[config.mk]
export PLATFORM = sky130hd
export DESIGN_NAME = fsm_state_trigger_monitor
export DESIGN_NICKNAME = d
export VERILOG_FILES = /design/src/rtl/fsm_state_trigger_monitor.sv
export SDC_FILE = /design/constraint.sdc
export NUM_CORES = 1
export LEC_CHECK = 0
export CAP_MARGIN = 0
export CORE_MARGIN = 8
export CORE_UTILIZATION = 50
export CTS_CLUSTER_DIAMETER = 40
export DETAILED_ROUTE_END_ITERATION = 8
export GPL_TIMING_DRIVEN = 0
export HOLD_SLACK_MARGIN = 0.15
export PLACE_DENSITY = 0.76
export SLEW_MARGIN = 20
export SYNTH_ARGS = -nofsm -noshare
export SYNTH_HDL_FRONTEND = slang
export SYNTH_SLANG_ARGS = --single-unit
[constraint.sdc]
create_clock -name acq_clk -period 4.4 [get_ports acq_clk]
set_input_delay 0.44 -clock acq_clk [delete_from_list [all_inputs] [get_ports acq_clk]]
set_output_delay 0.44 -clock acq_clk [all_outputs]
set_load 0.005 [all_outputs]
[src/rtl/fsm_state_trigger_monitor.sv]
// Trigger monitor for an encoded FSM state bus: range, X/Z, dwell and transition checks.
// Drives a logic-analyser trigger with cause, offending code and a saturating fault count.
module fsm_state_trigger_monitor #(
  parameter int unsigned STATE_W     = 4,
  parameter int unsigned MAX_STATE   = 9,
  parameter int unsigned IDLE_STATE  = 0,
  parameter int unsigned WATCH_STATE = 6,
  parameter int unsigned DWELL_LIMIT = 12,
  parameter int unsigned CNT_W       = 5,
  parameter int unsigned EVT_W       = 8,
  parameter int unsigned CHECK_SEQ   = 1,
  parameter int unsigned STICKY      = 1
) (
  input  logic               acq_clk,
  input  logic               reset_n,
  input  logic               clear,
  input  logic [STATE_W-1:0] data_in,
  output logic               trigger_out,
  output logic [3:0]         cause,
  output logic [STATE_W-1:0] trig_state,
  output logic [EVT_W-1:0]   event_count
);

  localparam logic [STATE_W-1:0] MaxCode   = STATE_W'(MAX_STATE);
  localparam logic [STATE_W-1:0] IdleCode  = STATE_W'(IDLE_STATE);
  localparam logic [STATE_W-1:0] WatchCode = STATE_W'(WATCH_STATE);
  localparam logic [CNT_W:0]     Limit     = (CNT_W + 1)'(DWELL_LIMIT);

  logic [STATE_W-1:0] prev_state;
  logic               prev_valid;
  logic [CNT_W-1:0]   run;

  logic               xz_in, xz_prev;
  logic               in_watch, seq_ok;
  logic [CNT_W:0]     run_next;
  logic [3:0]         f;
  logic [3:0]         cause_base, cause_d;
  logic               trigger_d, load_state;
  logic [STATE_W-1:0] trig_state_d;
  logic [CNT_W-1:0]   run_d;
  logic [EVT_W-1:0]   cnt_base, event_count_d;

`ifndef SYNTHESIS
  // Unknown codes must not poison the other checks or the stored state.
  assign xz_in   = $isunknown(data_in);
  assign xz_prev = $isunknown(prev_state);
`else
  assign xz_in   = 1'b0;
  assign xz_prev = 1'b0;
`endif

  always_comb begin
    in_watch = !xz_in && (data_in == WatchCode);
    run_next = in_watch ? ({1'b0, run} + (CNT_W + 1)'(1)) : '0;
    run_d    = in_watch ? ((&run) ? run : run + CNT_W'(1)) : '0;

    // Successor compare is one bit wider so the top code has no wrap-around successor.
    seq_ok = (data_in == prev_state) || (data_in == IdleCode) ||
             ({1'b0, data_in} == ({1'b0, prev_state} + (STATE_W + 1)'(1)));

    f    = '0;
    f[0] = !xz_in && (data_in > MaxCode);
    f[1] = xz_in;
    f[2] = run_next > Limit;
    f[3] = (CHECK_SEQ != 0) && prev_valid && !f[0] && !f[1] && !xz_prev && !seq_ok;

    cause_base = clear ? 4'b0 : cause;
    if (STICKY != 0) begin
      cause_d    = cause_base | f;
      trigger_d  = |cause_d;
      load_state = (|f) && (clear || (cause == 4'b0));
    end else begin
      cause_d    = f;
      trigger_d  = |f;
      load_state = |f;
    end
    trig_state_d = load_state ? data_in : (clear ? '0 : trig_state);

    cnt_base      = clear ? '0 : event_count;
    event_count_d = ((|f) && !(&cnt_base)) ? cnt_base + EVT_W'(1) : cnt_base;
  end

  always_ff @(posedge acq_clk or negedge reset_n) begin
    if (!reset_n) begin
      prev_state  <= '0;
      prev_valid  <= 1'b0;
      run         <= '0;
      trigger_out <= 1'b0;
      cause       <= 4'b0;
      trig_state  <= '0;
      event_count <= '0;
    end else begin
      prev_state  <= data_in;
      prev_valid  <= 1'b1;
      run         <= run_d;
      trigger_out <= trigger_d;
      cause       <= cause_d;
      trig_state  <= trig_state_d;
      event_count <= event_count_d;
    end
  end

endmodule

==> reports/metrics.yaml, run 1 <==
status:
  status: "complete, no violations"
worst_setup_path:
  end_kind: "register"
  cpMostUsedCell: "ha_1"
  slowest_delay_ns: 0.43
  path_cells: "ha_1 -> and3_1 -> ha_1 -> a221oi_1 -> o22ai_1 -> a22o_2 -> o21ai_4 -> mux2_2"
  path_max_fanout: 5
  cp.required_ns: 4.61
  reg2reg_slack_ns: 1.80
  critPathKind: "reg -> reg"
  critPathLaunchType: "register"
  crit_slowest_cell: "dfrtp_1"
  arrival_ns: 2.82
synth:
  yosysSeqAreaShare_pct: 47.58
  syn-num-nets: 143
  async_flop_share_pct: 100.0
  yosys-top-cells-area: "dfrtp_1 (48%), mux2_2 (5.6%), nor2b_1 (4.4%), xnor2_1 (3.7%), xor2_1 (3.7%)"
  synth_largest_area_cell: "dfrtp_1"
  synth_flop_cell: "dfrtp_1"
  syn_inst: 132
  synth_common_cells: "dfrtp_1 (27), nor2b_1 (10), nor2_1 (9)"
  synth.top_cell.area_share_pct: 47.58
  synth_area_sq_um: 1420
  syn_avg_cell_area_sq_um: 10.76
  synth.most_common_cell: "dfrtp_1"
  synth_edf_count: 0
  yosysWarnings: 0
  synth_seq_cells: 27
  synth_cell_types: 41
route:
  route.detailed.drc: 0
  ant_nets: 0
  vias: 1084
  drt-initial-drc-count: 75
  wl_per_cell_um: 15.58
  totalWireLength_um: 2976
  firstDrtPassIters: 4
  avgViaCountPerCell: 5.675
clocking:
  cts_buffer_depth: 2
  root_buffer: "clkbuf_4"
  cts_tree: "yes"
  ctsResizeCount: 0
  cts_sinks: 27
  path_clk_slew_ns: 0.14
  post-cts-setup-buffer-count: 0
  cts_inserted_buffers: 3
  h-tree-depth: 1
  worstSkewPairLatency_ns: 0.32
power:
  p_total_mw: 0.4774
  vdd_drop_max_v: 0.0002422
  leakage_nw: 0.7397
  power_density_nw_per_um2: 277.5
die:
  core_area_sq_um: 2734
  die_y_um: 69.30
  die_w_um: 69.30
  initial_core_util_pct: 51.95
  dieArea_sq_um: 4802
  core.rowCount: 19
  ios: 24
global_route:
  grt_use_total_pct: 12.71
  grt_max_degree: 28
  grt_pass1_vias: 1186
  grt_overflow_total: 0
  grt_antenna_before_repair: 0
  grt_pass1_wl_um: 5230
sta:
  fmax_mhz: 384.1
  finalCritPeriodShare_pct: 59.17
  worst_pin_slew_ns: 0.6955
  slew_headroom_pct: 53.03
  period_minus_slack_ns: 2.603
  rsz0062_at_grt: "false"
  setup_viol: 0
  fin_tns_setup_ns: 0
  hold_viol_final: 0
  final_max_slew_viol_count: 0
  finalClockSkew_ns: 0.008756
place:
  routabilityCongestion: 0.8145
  portBuffers: 23
  dp_hpwl_um: 2259
cells_and_area:
  final_layout_size_suffix_gt1_share_pct: 11.25
  nNetsFinal: 172
  nFillCells: 236
  seqCellArea_sq_um: 675.6
  diodes: 0
  multi_input_area_sq_um: 711.9
  area_delta_synth_final_pct: 21.15
hold_path:
  min_path_type: "reg -> reg"
run:
  drv_cap: 0
## registers in the layout (all words and copies together), names as in the netlist
| register | cells |
|---|---|
| event_count | 8 |
| run | 5 |
| cause | 4 |
| prev_state | 4 |
| trig_state | 4 |
| prev_valid | 1 |
| trigger_out | 1 |
## power breakdown
group          leakage, nW  switching, mW  internal (mW)
logic                0.375         0.0437         0.0543
registers            0.350         0.0122          0.264
clock network       0.0150         0.0679         0.0355
## cell usage in the layout (no fill, tap or decap), types with 5 or more instances in the layout
cell / Yosys / layout
mux2_2: 7 / 7
a21oi_1: 5 / 5
dfrtp_1: 27 / 27
xnor2_1: 6 / 6
nor2b_1: 10 / 10
clkdlybuf4s50_1: 0 / 22
nand3_1: 5 / 5
nand2_1: 6 / 6
xor2_1: 6 / 6
nor2_1: 9 / 9
## routing by layer
| metal | GRT usage [%] | vias up | share of wire [%] |
|---|---|---|---|
| met3 | 3.720 | 5 | 6.7 |
| met1 | 14.53 | 518 | 43 |
| met5 | 0 | - | 0 |
| li1 | - | 529 | - |
| met4 | 5.467 | 0 | 1.3 |
| met2 | 21.41 | 32 | 49 |
## final cells by class
cell class	instances	share of cell area, %
Inverter	4	0.8727
Tap cell	31	2.255
Multi-Input combinational cell	97	41.38
Clock buffer	4	1.527
Timing Repair Buffer	24	13.67
Buffer	4	1.018
Sequential cell	27	39.27
## metrics by stage
stage | util [%] | cell area [sq um] | hold WS [ns] | worst slack [ns] | instances
3_5_place_dp | 61.60 | 1684 | 0.4819 | 1.532 | 186
6_report | 62.93 | 1720 | 0.5394 | 1.797 | 191
5_1_grt | 62.93 | 1720 | 0.5640 | 1.690 | 191
4_1_cts | 62.93 | 1720 | 0.5413 | 1.790 | 191
3_3_place_gp | 61.78 | 1689 | 0.5083 | 1.573 | 186
2_1_floorplan | - | 1420 | 0.1444 | 2.001 | 132
## path summary, 6_finish.rpt
path | start | to | depth (start not counted)
min reg2reg | cause[0]$_DFF_PN0_ | cause[0]$_DFF_PN0_ | 1
min | cause[0]$_DFF_PN0_ | cause[0]$_DFF_PN0_ | 1
max in group asynchronous | reset_n | run[0]$_DFFE_PN0P_ | 2
max | run[0]$_DFFE_PN0P_ | trig_state[0]$_DFFE_PN0P_ | 8
max reg2reg | run[0]$_DFFE_PN0P_ | trig_state[0]$_DFFE_PN0P_ | 8
min in group asynchronous | reset_n | event_count[7]$_DFF_PN0_ | 2
## worst max-delay path: cells and delay by family, from the launching register on
| kind | cells | cell delay, ns |
|---|---|---|
| flops | 1 | 0.43 |
| fa+ha+maj | 2 | 0.57 |
| compound gates | 4 | 0.95 |
| mux | 1 | 0.36 |
| simple gates | 1 | 0.20 |
## logic make-up (layout without fill, tap and decap cells)
family | Yosys count | in the layout | synth area share, %
other cells | 1 | 1 | 0.2641
simple gates | 42 | 42 | 15.68
flops | 27 | 27 | 47.58
xor+xnor | 12 | 12 | 7.401
fa+ha+maj | 4 | 4 | 3.524
mux | 11 | 11 | 8.370
buf+inv | 8 | 36 | 2.291
compound gates | 27 | 27 | 14.89
## repair_timing
item	in CTS	in global routing
hold buffers	1	0
hold endpoints to repair	27	0
setup endpoints to repair	0	0
No activity file was read; power rests on OpenSTA's default activity.
==> run 2: changes to the inputs <==
--- a/config.mk
+++ b/config.mk
@@ -7,12 +7,12 @@
 export LEC_CHECK = 0
 export CAP_MARGIN = 0
 export CORE_MARGIN = 8
-export CORE_UTILIZATION = 50
+export CORE_UTILIZATION = 47
 export CTS_CLUSTER_DIAMETER = 40
 export DETAILED_ROUTE_END_ITERATION = 8
 export GPL_TIMING_DRIVEN = 0
 export HOLD_SLACK_MARGIN = 0.15
-export PLACE_DENSITY = 0.76
+export PLACE_DENSITY = 0.75
 export SLEW_MARGIN = 20
 export SYNTH_ARGS = -nofsm -noshare
 export SYNTH_HDL_FRONTEND = slang
==> constraint.sdc (replaced) <==
create_clock -name acq_clk -period 2.3 [get_ports acq_clk]
set_input_delay 0.23 -clock acq_clk [delete_from_list [all_inputs] [get_ports acq_clk]]
set_output_delay 0.23 -clock acq_clk [all_outputs]
set_load 0.005 [all_outputs]
==> run 2 against run 1 <==
Against the previous run:
- the run now ends with negative setup slack left
- final cell count is 4.2% higher
- final area is 6.7% higher
- clock power rose by 99%
- count of clock-buffer cells in the layout down 1
- die area rose by 4.9%
- wire length grew 6.2%
- utilization is 0.77 points lower
- worst hold slack got worse by 0.19 ns
- critical path depth unchanged
==> reports/metrics.yaml, run 2 (same netlist as run 1, synthesis figures left out) <==
status:
  status: "complete, but fails checks"
  violations: "negative setup slack"
sta:
  final_max_slew_viol_count: 0  # unchanged
  whs_ns: 0.3494  # -0.1900 ns
  period_minus_slack_ns: 2.337  # -0.2665 ns
  finalCritPeriodShare_pct: 101.6  # +42 points
  slew_headroom_pct: 57.68  # +4.7 points
  fmax_mhz: 427.9  # +11%
  setup_ws_ns: -0.03684  # -1.833 ns
  worst_pin_slew_ns: 0.6266  # -0.06893 ns
  setup_viol: 4  # +4
  rsz0062_at_grt: "true"
  finalClockSkew_ns: 0.005056  # -0.003700 ns
  fin_tns_setup_ns: -0.1408  # -0.1408 ns
  hold_viol_final: 0  # unchanged
power:
  p_total_mw: 0.9336  # +96%
  leakage_nw: 0.7979  # +7.9%
  vdd_drop_max_v: 0.0004211  # +74%
  power_density_nw_per_um2: 508.6  # +83%
clocking:
  h-tree-depth: 1  # unchanged
  path_clk_slew_ns: 0.15  # about the same
  cts_inserted_buffers: 3  # unchanged
  worstSkewPairLatency_ns: 0.32  # about the same
  root_buffer: "clkbuf_4"
  cts_buffer_depth: 2  # unchanged
  cts_tree: "yes"
  cts_sinks: 27  # unchanged
hold_path:
  min_path_type: "in -> reg"
place:
  dp_slack_ns: -0.3292  # -1.861 ns
  place_area_sq_um: 1695  # +0.67%
  place_inst: 188  # +1.1%
  routabilityCongestion: 0.8184  # +0.48%
  dp_hpwl_um: 2253  # -0.26%
  portBuffers: 23  # unchanged
die:
  dieArea_sq_um: 5037  # +4.9%
  initial_core_util_pct: 48.09  # -3.9 points
  die_w_um: 70.97  # +2.4%
  core_area_sq_um: 2953  # +8.0%
  core.rowCount: 20  # +1
  die_y_um: 70.97  # +2.4%
  ios: 24  # unchanged
global_route:
  grt_use_total_pct: 12.68  # -0.034 points
  grt_pass1_wl_um: 5244  # +0.27%
  grt_antenna_before_repair: 0  # unchanged
  grt_max_degree: 28  # unchanged
  grt_overflow_total: 0  # unchanged
  grt_pass1_vias: 1141  # -3.8%
route:
  totalWireLength_um: 3160  # +6.2%
  firstDrtPassIters: 4  # unchanged
  vias: 1108  # +2.2%
  route.detailed.drc: 0  # unchanged
  drt-initial-drc-count: 33  # -56%
  wl_per_cell_um: 15.88  # +1.9%
  avgViaCountPerCell: 5.568  # -1.9%
  ant_nets: 0  # unchanged
cells_and_area:
  layout_commonest_cell: "dfrtp_1"
  area_delta_synth_final_pct: 29.25
  largest_reg_flops: 8  # unchanged
  final_cell_mix: "dfrtp_1 (27), clkdlybuf4s50_1 (22), nor2_1 (9), nor2b_1 (9)"
  nFillCells: 245  # +3.8%
  stdcell_area_sq_um: 1836  # +6.7%
  final_layout_size_suffix_gt1_share_pct: 20.48  # +9.2 points
  reg_top3: "event_count (8), run (5)"
  finalCoreUtilization_pct: 62.16  # -0.77 points
  diodes: 0  # unchanged
  nNetsFinal: 178  # +3.5%
  max_flop_register: "event_count"
  layout.cells.non_filler: 199  # +4.2%
worst_setup_path:
  end_kind: "register"
  slowest_delay_ns: 0.42  # about the same
  cp.required_ns: 2.52  # -2.09 ns
  crit_slowest_cell: "dfrtp_1"
  arrival_ns: 2.56  # -0.26 ns
  critPathKind: "reg -> reg"
  critPathLaunchType: "register"
  path_max_fanout: 4  # -1
  path_cells: "ha_2 -> and3_4 -> ha_4 -> a221oi_2 -> o22ai_2 -> a22o_4 -> o21ai_4 -> mux2_4"
run:
  drv_cap: 0  # unchanged
run 2: cell count changes in the layout (fill, tap and decap cells not counted), sizes merged:
cell / delta
clkbuf: -1
buf: +6
clkinv: +1
run 2: final cells by class:
class                   instances  area (sq um)  area share (%)
well taps                      33         41.29           2.249
plain buffers                   4         18.77           1.022
flip-flops and latches         27         675.6           36.81
clock inverters                 1         5.005          0.2727
inverters                       4         15.01          0.8180
multi-input cells              97         777.0           42.33
clock buffers                   3         22.52           1.227
repair buffers                 30         280.3           15.27
run 2: worst max-delay path, delay by kind of cell (launching register included):
| kind | cells | cell delay (ns) |
|---|---|---|
| mux | 1 | 0.33 |
| compound gates | 4 | 0.90 |
| fa+ha+maj | 2 | 0.41 |
| simple gates | 1 | 0.18 |
| flops | 1 | 0.42 |
run 2: what timing repair did:
| item | in CTS | in global routing |
|---|---|---|
| pin swaps | 4 | 5 |
| endpoints found under the hold margin | 27 | 0 |
| gates resized for setup | 8 | 5 |
| buffers inserted | 3 | 3 |
| hold buffers | 1 | 0 |
| setup endpoints to repair | 7 | 7 |
run 2: routing by layer:
metal | vias up | GRT usage (%) | wire length, um
met2 | 21 | 22.14 | 1593
li1 | 540 | - | -
met5 | - | 0 | 0
met3 | 2 | 3.955 | 166
met1 | 545 | 14.23 | 1376
met4 | 0 | 4.157 | 23
run 2: path summary, 6_finish.rpt:
kind / startpoint / end / slack [ns] / cells after the start
min in group asynchronous: reset_n / prev_state[0]$_DFF_PN0_ / 0.43 / 2
max in group asynchronous: reset_n / trig_state[3]$_DFFE_PN0P_ / 1.48 / 2
worst min register to register: cause[0]$_DFF_PN0_ / cause[0]$_DFF_PN0_ / 0.54 / 1
worst min-delay path: data_in[2] / prev_state[2]$_DFF_PN0_ / 0.35 / 1
worst max register to register: run[1]$_DFFE_PN0P_ / trig_state[1]$_DFFE_PN0P_ / -0.04 / 8
worst max-delay path: run[1]$_DFFE_PN0P_ / trig_state[1]$_DFFE_PN0P_ / -0.04 / 8
run 2: report_power, final:
part	switching [mW]	leakage, nW	internal [mW]
sequential	0.0243	0.350	0.505
clock	0.140	0.0177	0.0651
combinational	0.0859	0.430	0.114
total	0.250	0.798	0.684
